==> src/rtl/uart_pkg.sv <==
// Shared types and constants for the UART debug line transmitter.
package uart_pkg;

    // Parity mode encoding; the numeric values match the PARITY parameter.
    typedef enum logic [1:0] {
        PAR_NONE = 2'd0,
        PAR_ODD  = 2'd1,
        PAR_EVEN = 2'd2
    } parity_t;

    // Transmitter FSM states.
    typedef enum logic [2:0] {
        ST_IDLE   = 3'd0,
        ST_START  = 3'd1,
        ST_DATA   = 3'd2,
        ST_PARITY = 3'd3,
        ST_STOP   = 3'd4
    } tx_state_t;

    localparam logic [7:0] UART_LF = 8'h0A;

    // Parity bit for one byte: even parity is the XOR of the data bits,
    // odd parity is its inverse.
    function automatic logic parity_bit(input logic [7:0] b, input parity_t mode);
        return (mode == PAR_ODD) ? ~(^b) : (^b);
    endfunction

endpackage

==> src/rtl/uart_baud_tick.sv <==
// Baud counter: counts 0..CLK_DIV-1 and strobes o_tick on the last cycle
// of each bit. i_clr holds the counter at 0 so the first bit after a
// restart is exactly CLK_DIV cycles wide.
module uart_baud_tick #(
    parameter int CLK_DIV = 434
) (
    input  logic clk,
    input  logic rst,
    input  logic i_clr,
    output logic o_tick
);

    localparam int CNT_W = $clog2(CLK_DIV);
    localparam logic [CNT_W-1:0] CNT_LAST = CNT_W'(CLK_DIV - 1);

    logic [CNT_W-1:0] cnt;

    // Free-running bit-period counter, cleared by reset or i_clr.
    always_ff @(posedge clk) begin
        if (rst || i_clr) begin
            cnt <= '0;
        end else if (cnt == CNT_LAST) begin
            cnt <= '0;
        end else begin
            cnt <= cnt + 1'b1;
        end
    end

    // The counter is 0 whenever it is cleared, and CLK_DIV >= 2, so the
    // strobe cannot fire while cleared.
    assign o_tick = (cnt == CNT_LAST);

endmodule

==> src/rtl/uart_tx_frame.sv <==
// UART line transmitter: accepts NUM_CHARS bytes in one handshake and sends
// them MSB-character first, each byte LSB first, with optional parity,
// 1 or 2 stop bits and an optional trailing line feed.
//
// Handshake: a transfer is accepted on a rising clk edge where
// i_valid && o_ready. o_ready is high only while idle; i_valid while busy
// is ignored and not remembered. i_data is only sampled at the accept.
module uart_tx_frame
    import uart_pkg::*;
#(
    parameter int CLK_DIV   = 434,
    parameter int NUM_CHARS = 8,
    parameter int PARITY    = 0,
    parameter int STOP_BITS = 1,
    parameter int APPEND_LF = 1
) (
    input  logic                      clk,
    input  logic                      rst,
    input  logic                      i_valid,
    output logic                      o_ready,
    input  logic [NUM_CHARS-1:0][7:0] i_data,
    output logic                      o_tx,
    output logic                      o_busy,
    output logic                      o_fin,
    output tx_state_t                 o_state
);

    // Elaboration-time parameter checks.
    if (CLK_DIV < 2) begin : g_chk_div
        $error("uart_tx_frame: CLK_DIV must be >= 2");
    end
    if (NUM_CHARS < 1 || NUM_CHARS > 32) begin : g_chk_chars
        $error("uart_tx_frame: NUM_CHARS must be 1..32");
    end
    if (STOP_BITS < 1 || STOP_BITS > 2) begin : g_chk_stop
        $error("uart_tx_frame: STOP_BITS must be 1 or 2");
    end
    if (PARITY < 0 || PARITY > 2) begin : g_chk_par
        $error("uart_tx_frame: PARITY must be 0..2");
    end

    localparam int IDX_W = (NUM_CHARS > 1) ? $clog2(NUM_CHARS) : 1;
    localparam logic [IDX_W-1:0] LAST_IDX = IDX_W'(NUM_CHARS - 1);
    localparam parity_t PAR_MODE = parity_t'(PARITY[1:0]);

    tx_state_t                 state;
    logic                      tx_q;
    logic                      ready_q;
    logic                      fin_q;
    logic [NUM_CHARS-1:0][7:0] data_q;
    logic [IDX_W-1:0]          idx;
    logic                      lf_pending;  // LF still owed after the characters
    logic                      lf_active;   // character on the line is the LF
    logic [6:0]                shreg;       // remaining data bits of current byte
    logic [2:0]                bit_cnt;
    logic                      par_q;
    logic                      stop_cnt;
    logic                      tick;
    logic [7:0]                next_byte;

    // Baud timer is held at 0 while idle, so it restarts on every accept.
    uart_baud_tick #(
        .CLK_DIV (CLK_DIV)
    ) u_baud (
        .clk    (clk),
        .rst    (rst),
        .i_clr  (state == ST_IDLE),
        .o_tick (tick)
    );

    // Byte to serialise once the current start bit ends.
    always_comb begin
        next_byte = lf_active ? UART_LF : data_q[idx];
    end

    // Transmit FSM with registered line, ready and completion outputs.
    always_ff @(posedge clk) begin
        if (rst) begin
            state      <= ST_IDLE;
            tx_q       <= 1'b1;
            ready_q    <= 1'b1;
            fin_q      <= 1'b0;
            data_q     <= '0;
            idx        <= '0;
            lf_pending <= 1'b0;
            lf_active  <= 1'b0;
            shreg      <= '0;
            bit_cnt    <= '0;
            par_q      <= 1'b0;
            stop_cnt   <= 1'b0;
        end else begin
            fin_q <= 1'b0;
            case (state)
                ST_IDLE: begin
                    if (i_valid && ready_q) begin
                        data_q     <= i_data;
                        idx        <= LAST_IDX;
                        lf_pending <= (APPEND_LF != 0);
                        lf_active  <= 1'b0;
                        tx_q       <= 1'b0;
                        ready_q    <= 1'b0;
                        state      <= ST_START;
                    end
                end
                ST_START: begin
                    if (tick) begin
                        tx_q    <= next_byte[0];
                        shreg   <= next_byte[7:1];
                        par_q   <= parity_bit(next_byte, PAR_MODE);
                        bit_cnt <= '0;
                        state   <= ST_DATA;
                    end
                end
                ST_DATA: begin
                    if (tick) begin
                        if (bit_cnt == 3'd7) begin
                            if (PAR_MODE != PAR_NONE) begin
                                tx_q  <= par_q;
                                state <= ST_PARITY;
                            end else begin
                                tx_q     <= 1'b1;
                                stop_cnt <= 1'b0;
                                state    <= ST_STOP;
                            end
                        end else begin
                            tx_q    <= shreg[0];
                            shreg   <= {1'b0, shreg[6:1]};
                            bit_cnt <= bit_cnt + 3'd1;
                        end
                    end
                end
                ST_PARITY: begin
                    if (tick) begin
                        tx_q     <= 1'b1;
                        stop_cnt <= 1'b0;
                        state    <= ST_STOP;
                    end
                end
                ST_STOP: begin
                    if (tick) begin
                        if (STOP_BITS == 2 && !stop_cnt) begin
                            stop_cnt <= 1'b1;
                        end else if (idx != '0) begin
                            idx   <= idx - 1'b1;
                            tx_q  <= 1'b0;
                            state <= ST_START;
                        end else if (lf_pending) begin
                            lf_pending <= 1'b0;
                            lf_active  <= 1'b1;
                            tx_q       <= 1'b0;
                            state      <= ST_START;
                        end else begin
                            lf_active <= 1'b0;
                            ready_q   <= 1'b1;
                            fin_q     <= 1'b1;
                            state     <= ST_IDLE;
                        end
                    end
                end
                default: begin
                    state   <= ST_IDLE;
                    tx_q    <= 1'b1;
                    ready_q <= 1'b1;
                end
            endcase
        end
    end

    assign o_tx    = tx_q;
    assign o_ready = ready_q;
    assign o_busy  = !ready_q;
    assign o_fin   = fin_q;
    assign o_state = state;

endmodule

==> config.mk <==
export PLATFORM = sky130hd
export DESIGN_NAME = uart_tx_frame
export DESIGN_NICKNAME = d
export VERILOG_FILES = /design/src/rtl/uart_pkg.sv /design/src/rtl/uart_baud_tick.sv /design/src/rtl/uart_tx_frame.sv
export SDC_FILE = /design/constraint.sdc
export NUM_CORES = 1
export LEC_CHECK = 0
export ABC_AREA = 1
export CORE_ASPECT_RATIO = 1.25
export CORE_MARGIN = 5
export CORE_UTILIZATION = 48
export DETAILED_ROUTE_END_ITERATION = 10
export PLACE_DENSITY = 0.76
export SLEW_MARGIN = 25
export SYNTH_ARGS = -nofsm -noshare
export SYNTH_HDL_FRONTEND = slang
export SYNTH_SLANG_ARGS = --single-unit
==> constraint.sdc <==
create_clock -name clk -period 1.6 [get_ports clk]
set_input_delay 0.32 -clock clk [delete_from_list [all_inputs] [get_ports clk]]
set_output_delay 0.32 -clock clk [all_outputs]
set_load 0.01 [all_outputs]
==> impl_metrics.json <==
{
  "synth-compound-area-share_pct": 19.5,
  "synthTopCellsByArea": "dfxtp_1, nor2_1, nand2_1",
  "synth_area_leader_cell": "dfxtp_1",
  "clk_path_buf_depth": 2,
  "grt_start_max_net_pins": 61,
  "crit_cells": 1,
  "root_buffer": "clkbuf_16",
  "required_ns": 1.28,
  "num_rows": 39,
  "drt_iter0_markers": 229,
  "antenna_found_initial": 0,
  "ios": 74,
  "first_global_vias": 3962,
  "whs_endpoint": "data_q[28]$_SDFFE_PP0P_",
  "fill_cells": 814,
  "cellLeakagePower_nw": 2.36,
  "holdWs_ns": 0.457,
  "timing.critical_path.arrival_ns": 1.23,
  "track_usage_pct": 20.1,
  "grt_overflow": 0,
  "synth-warning-count": 0,
  "total_power_w": 0.0100,
  "critPathSlowestCell": "clkdlybuf4s50_1",
  "vias": 4196,
  "crit_family": "buffers and inverters",
  "crit_path_start_kind": "flop",
  "hold_viol": 0,
  "worstPathBufferInverterCount": 1,
  "hp-class": "flop to flop",
  "clk_pin_slew_ns": 0.06,
  "yosysMostFrequentCell": "nor2_1",
  "synth-xor-area-share_pct": 0.396,
  "utilization_pct": 62.9,
  "dieArea_um2": 11300,
  "min_from": "data_q[28]$_SDFFE_PP0P_",
  "io_buffers": 73,
  "cp-end-kind": "primary output",
  "yosysTopAreaCellShare_pct": 42.5,
  "viasPerCell": 5.19,
  "period_minus_slack_ns": 1.55,
  "fin_skew_ns": 0.00709,
  "setup_violations": 0,
  "synthAdderAreaFrac_pct": 1.70,
  "report.final.slew_viol_count": 0,
  "wl_per_cell_um": 13.7,
  "fp.dieW_um": 95.9,
  "htreeDepth": 3,
  "period_share_pct": 97.2,
  "r2r_end": "shreg[3]$_SDFFE_PP0P_",
  "cp_cell_sequence": "clkdlybuf4s50_1",
  "syn_area_um2": 4430,
  "synth_common_cells": "nor2_1, dfxtp_1, nand2_1, o21ai_0, nand3_1",
  "place_area_um2": 5340,
  "cp_max_fo": 3,
  "maxCapViolations": 0,
  "reg2reg_slack_ns": 0.09,
  "synth_fp_nets": 675,
  "drc_errors": 0,
  "die_h_um": 117,
  "synth-seq-area-share_pct": 42.5,
  "synth.distinct_cells": 36,
  "gp_congestion": 0.842,
  "synth-simple-area-share_pct": 26.7,
  "postSynth.asyncResetShare_pct": 0,
  "synth_cells": 602,
  "nets": 753,
  "synth_edf_count": 0,
  "n_antenna_cell": 0,
  "setup.worst_path.class": "flop to primary output",
  "layout-drive-gt1-share_pct": 13.9,
  "setup-tns-final_ns": 0,
  "worstHoldPathCells": 2,
  "synth.area.mux_share_pct": 0,
  "synthFlopType": "dfxtp_1",
  "area_growth_pct": 29.1,
  "start_util_pct": 48.8,
  "critPathLaunch": "o_ready$_SDFFE_PP1P_",
  "ir_worst_vdd_v": 0.000800,
  "max_freq_ghz": 0.643,
  "routed_wl_um": 11100,
  "cts_sinks": 94,
  "final_cell_area_um2": 5710,
  "max_stage_delay_ns": 0.55,
  "worst_skew_pair.late_latency_ns": 0.34,
  "cts_tree": "done",
  "synth_top_family_by_area": "simple AND/OR/NAND/NOR gates",
  "r2r_cells": 8,
  "core_um2": 9080,
  "grt_first_pass_wirelength_um": 18300,
  "hpwl_um": 7850,
  "cts_made_buffers": 9,
  "status": "complete, no violations",
  "first_pass_iters": 5,
  "relSlewSlack_pct": 80.6,
  "ys_seq_elements": 94,
  "worstMarginPinSlew_ns": 0.288,
  "antenna_left": 0,
  "powerDensity_nw_per_um2": 1750,
  "worstReg2RegStart": "bit_cnt[0]$_SDFFE_PP0P_",
  "syn_area_per_cell_um2": 7.35
}
cell families (layout without fill, tap and decap cells):
kind of cell               Yosys count  in the layout
adders and majority gates            6              6
buffers and inverters               88            170
and+or+nand+nor                    262            262
xor gates and xnor gates             2              2
AOI/OAI and AO/OA                  150            151
DFF                                 94             94
state kept, by name, summed over array words and instances, names as in the netlist, 3 cells and up:
name and flops:
data_q 64, shreg 7, u_baud.cnt 9, idx 3
o_state 3, bit_cnt 3
how the worst max path moves through the flow:
stage	end	slack (ns)
final	o_ready	0.05
after global routing	o_state[0]$_SDFFE_PP0P_	-0.01
after CTS	shreg[0]$_SDFFE_PP0P_	0.03
after detailed placement	data_q[44]$_SDFFE_PP0P_	-0.14
after global placement	o_tx$_SDFFE_PP1P_	-0.12
after floorplan	idx[1]$_SDFFE_PP0P_	0.05
routing by layer:
metal	share of wire, %	vias to the layer above	global-route usage (%)
met5	0	-	0
li1	-	2133	-
met1	45	1922	26.7
met2	48	117	32.0
met4	2.4	0	7.74
met3	5.0	24	3.59
repair_timing:
action	in CTS	in global routing
endpoints found under the setup margin	4	13
hold buffers	0	0
resized for setup	6	7
cloned	0	1
hold endpoints to repair	0	0
pin swaps	0	2
setup buffers	0	2
through the flow:
| stage | cells | setup slack [ns] |
|---|---|---|
| finish | 808 | 0.0455 |
| global route | 808 | -0.0107 |
| CTS | 805 | 0.0283 |
| detailed placement | 789 | -0.142 |
| global placement | 789 | -0.125 |
| floorplan | 602 | 0.0484 |
placed cells by master, fill, tap and decap left out, types with 21 or more instances in the layout:
master,instances
nor2_1,97
dfxtp_1,92
nand2_1,85
clkdlybuf4s50_1,69
o21ai_0,55
nand3_1,47
inv_1,46
a21oi_1,37
o21ai_1,26
buf_4,21
area by class of cell:
| cell class | count | area (um2) | share of cell area [%] |
|---|---|---|---|
| Tap cell | 123 | 154 | 2.69 |
| Sequential cell | 94 | 1890 | 33.0 |
| Timing Repair Buffer | 98 | 963 | 16.9 |
| Clock buffer | 9 | 225 | 3.94 |
| Multi-Input combinational cell | 421 | 2170 | 38.0 |
| Clock inverter | 7 | 97.6 | 1.71 |
| Inverter | 56 | 213 | 3.72 |
worst register-to-register path: cells and delay by family, from the launching register on:
kind,cells,cell delay (ns)
DFF,1,0.33
and+or+nand+nor,3,0.35
adders and majority gates,2,0.40
AOI/OAI and AO/OA,2,0.25
buffers and inverters,1,0.07
where the power goes:
part,total (W),internal (W),switching [W]
combinational,0.00439,0.00169,0.00270
sequential,0.00333,0.00301,0.000316
clock,0.00230,0.00137,0.000921
total,0.0100,0.00608,0.00394
No activity file was read; power rests on OpenSTA's default activity.
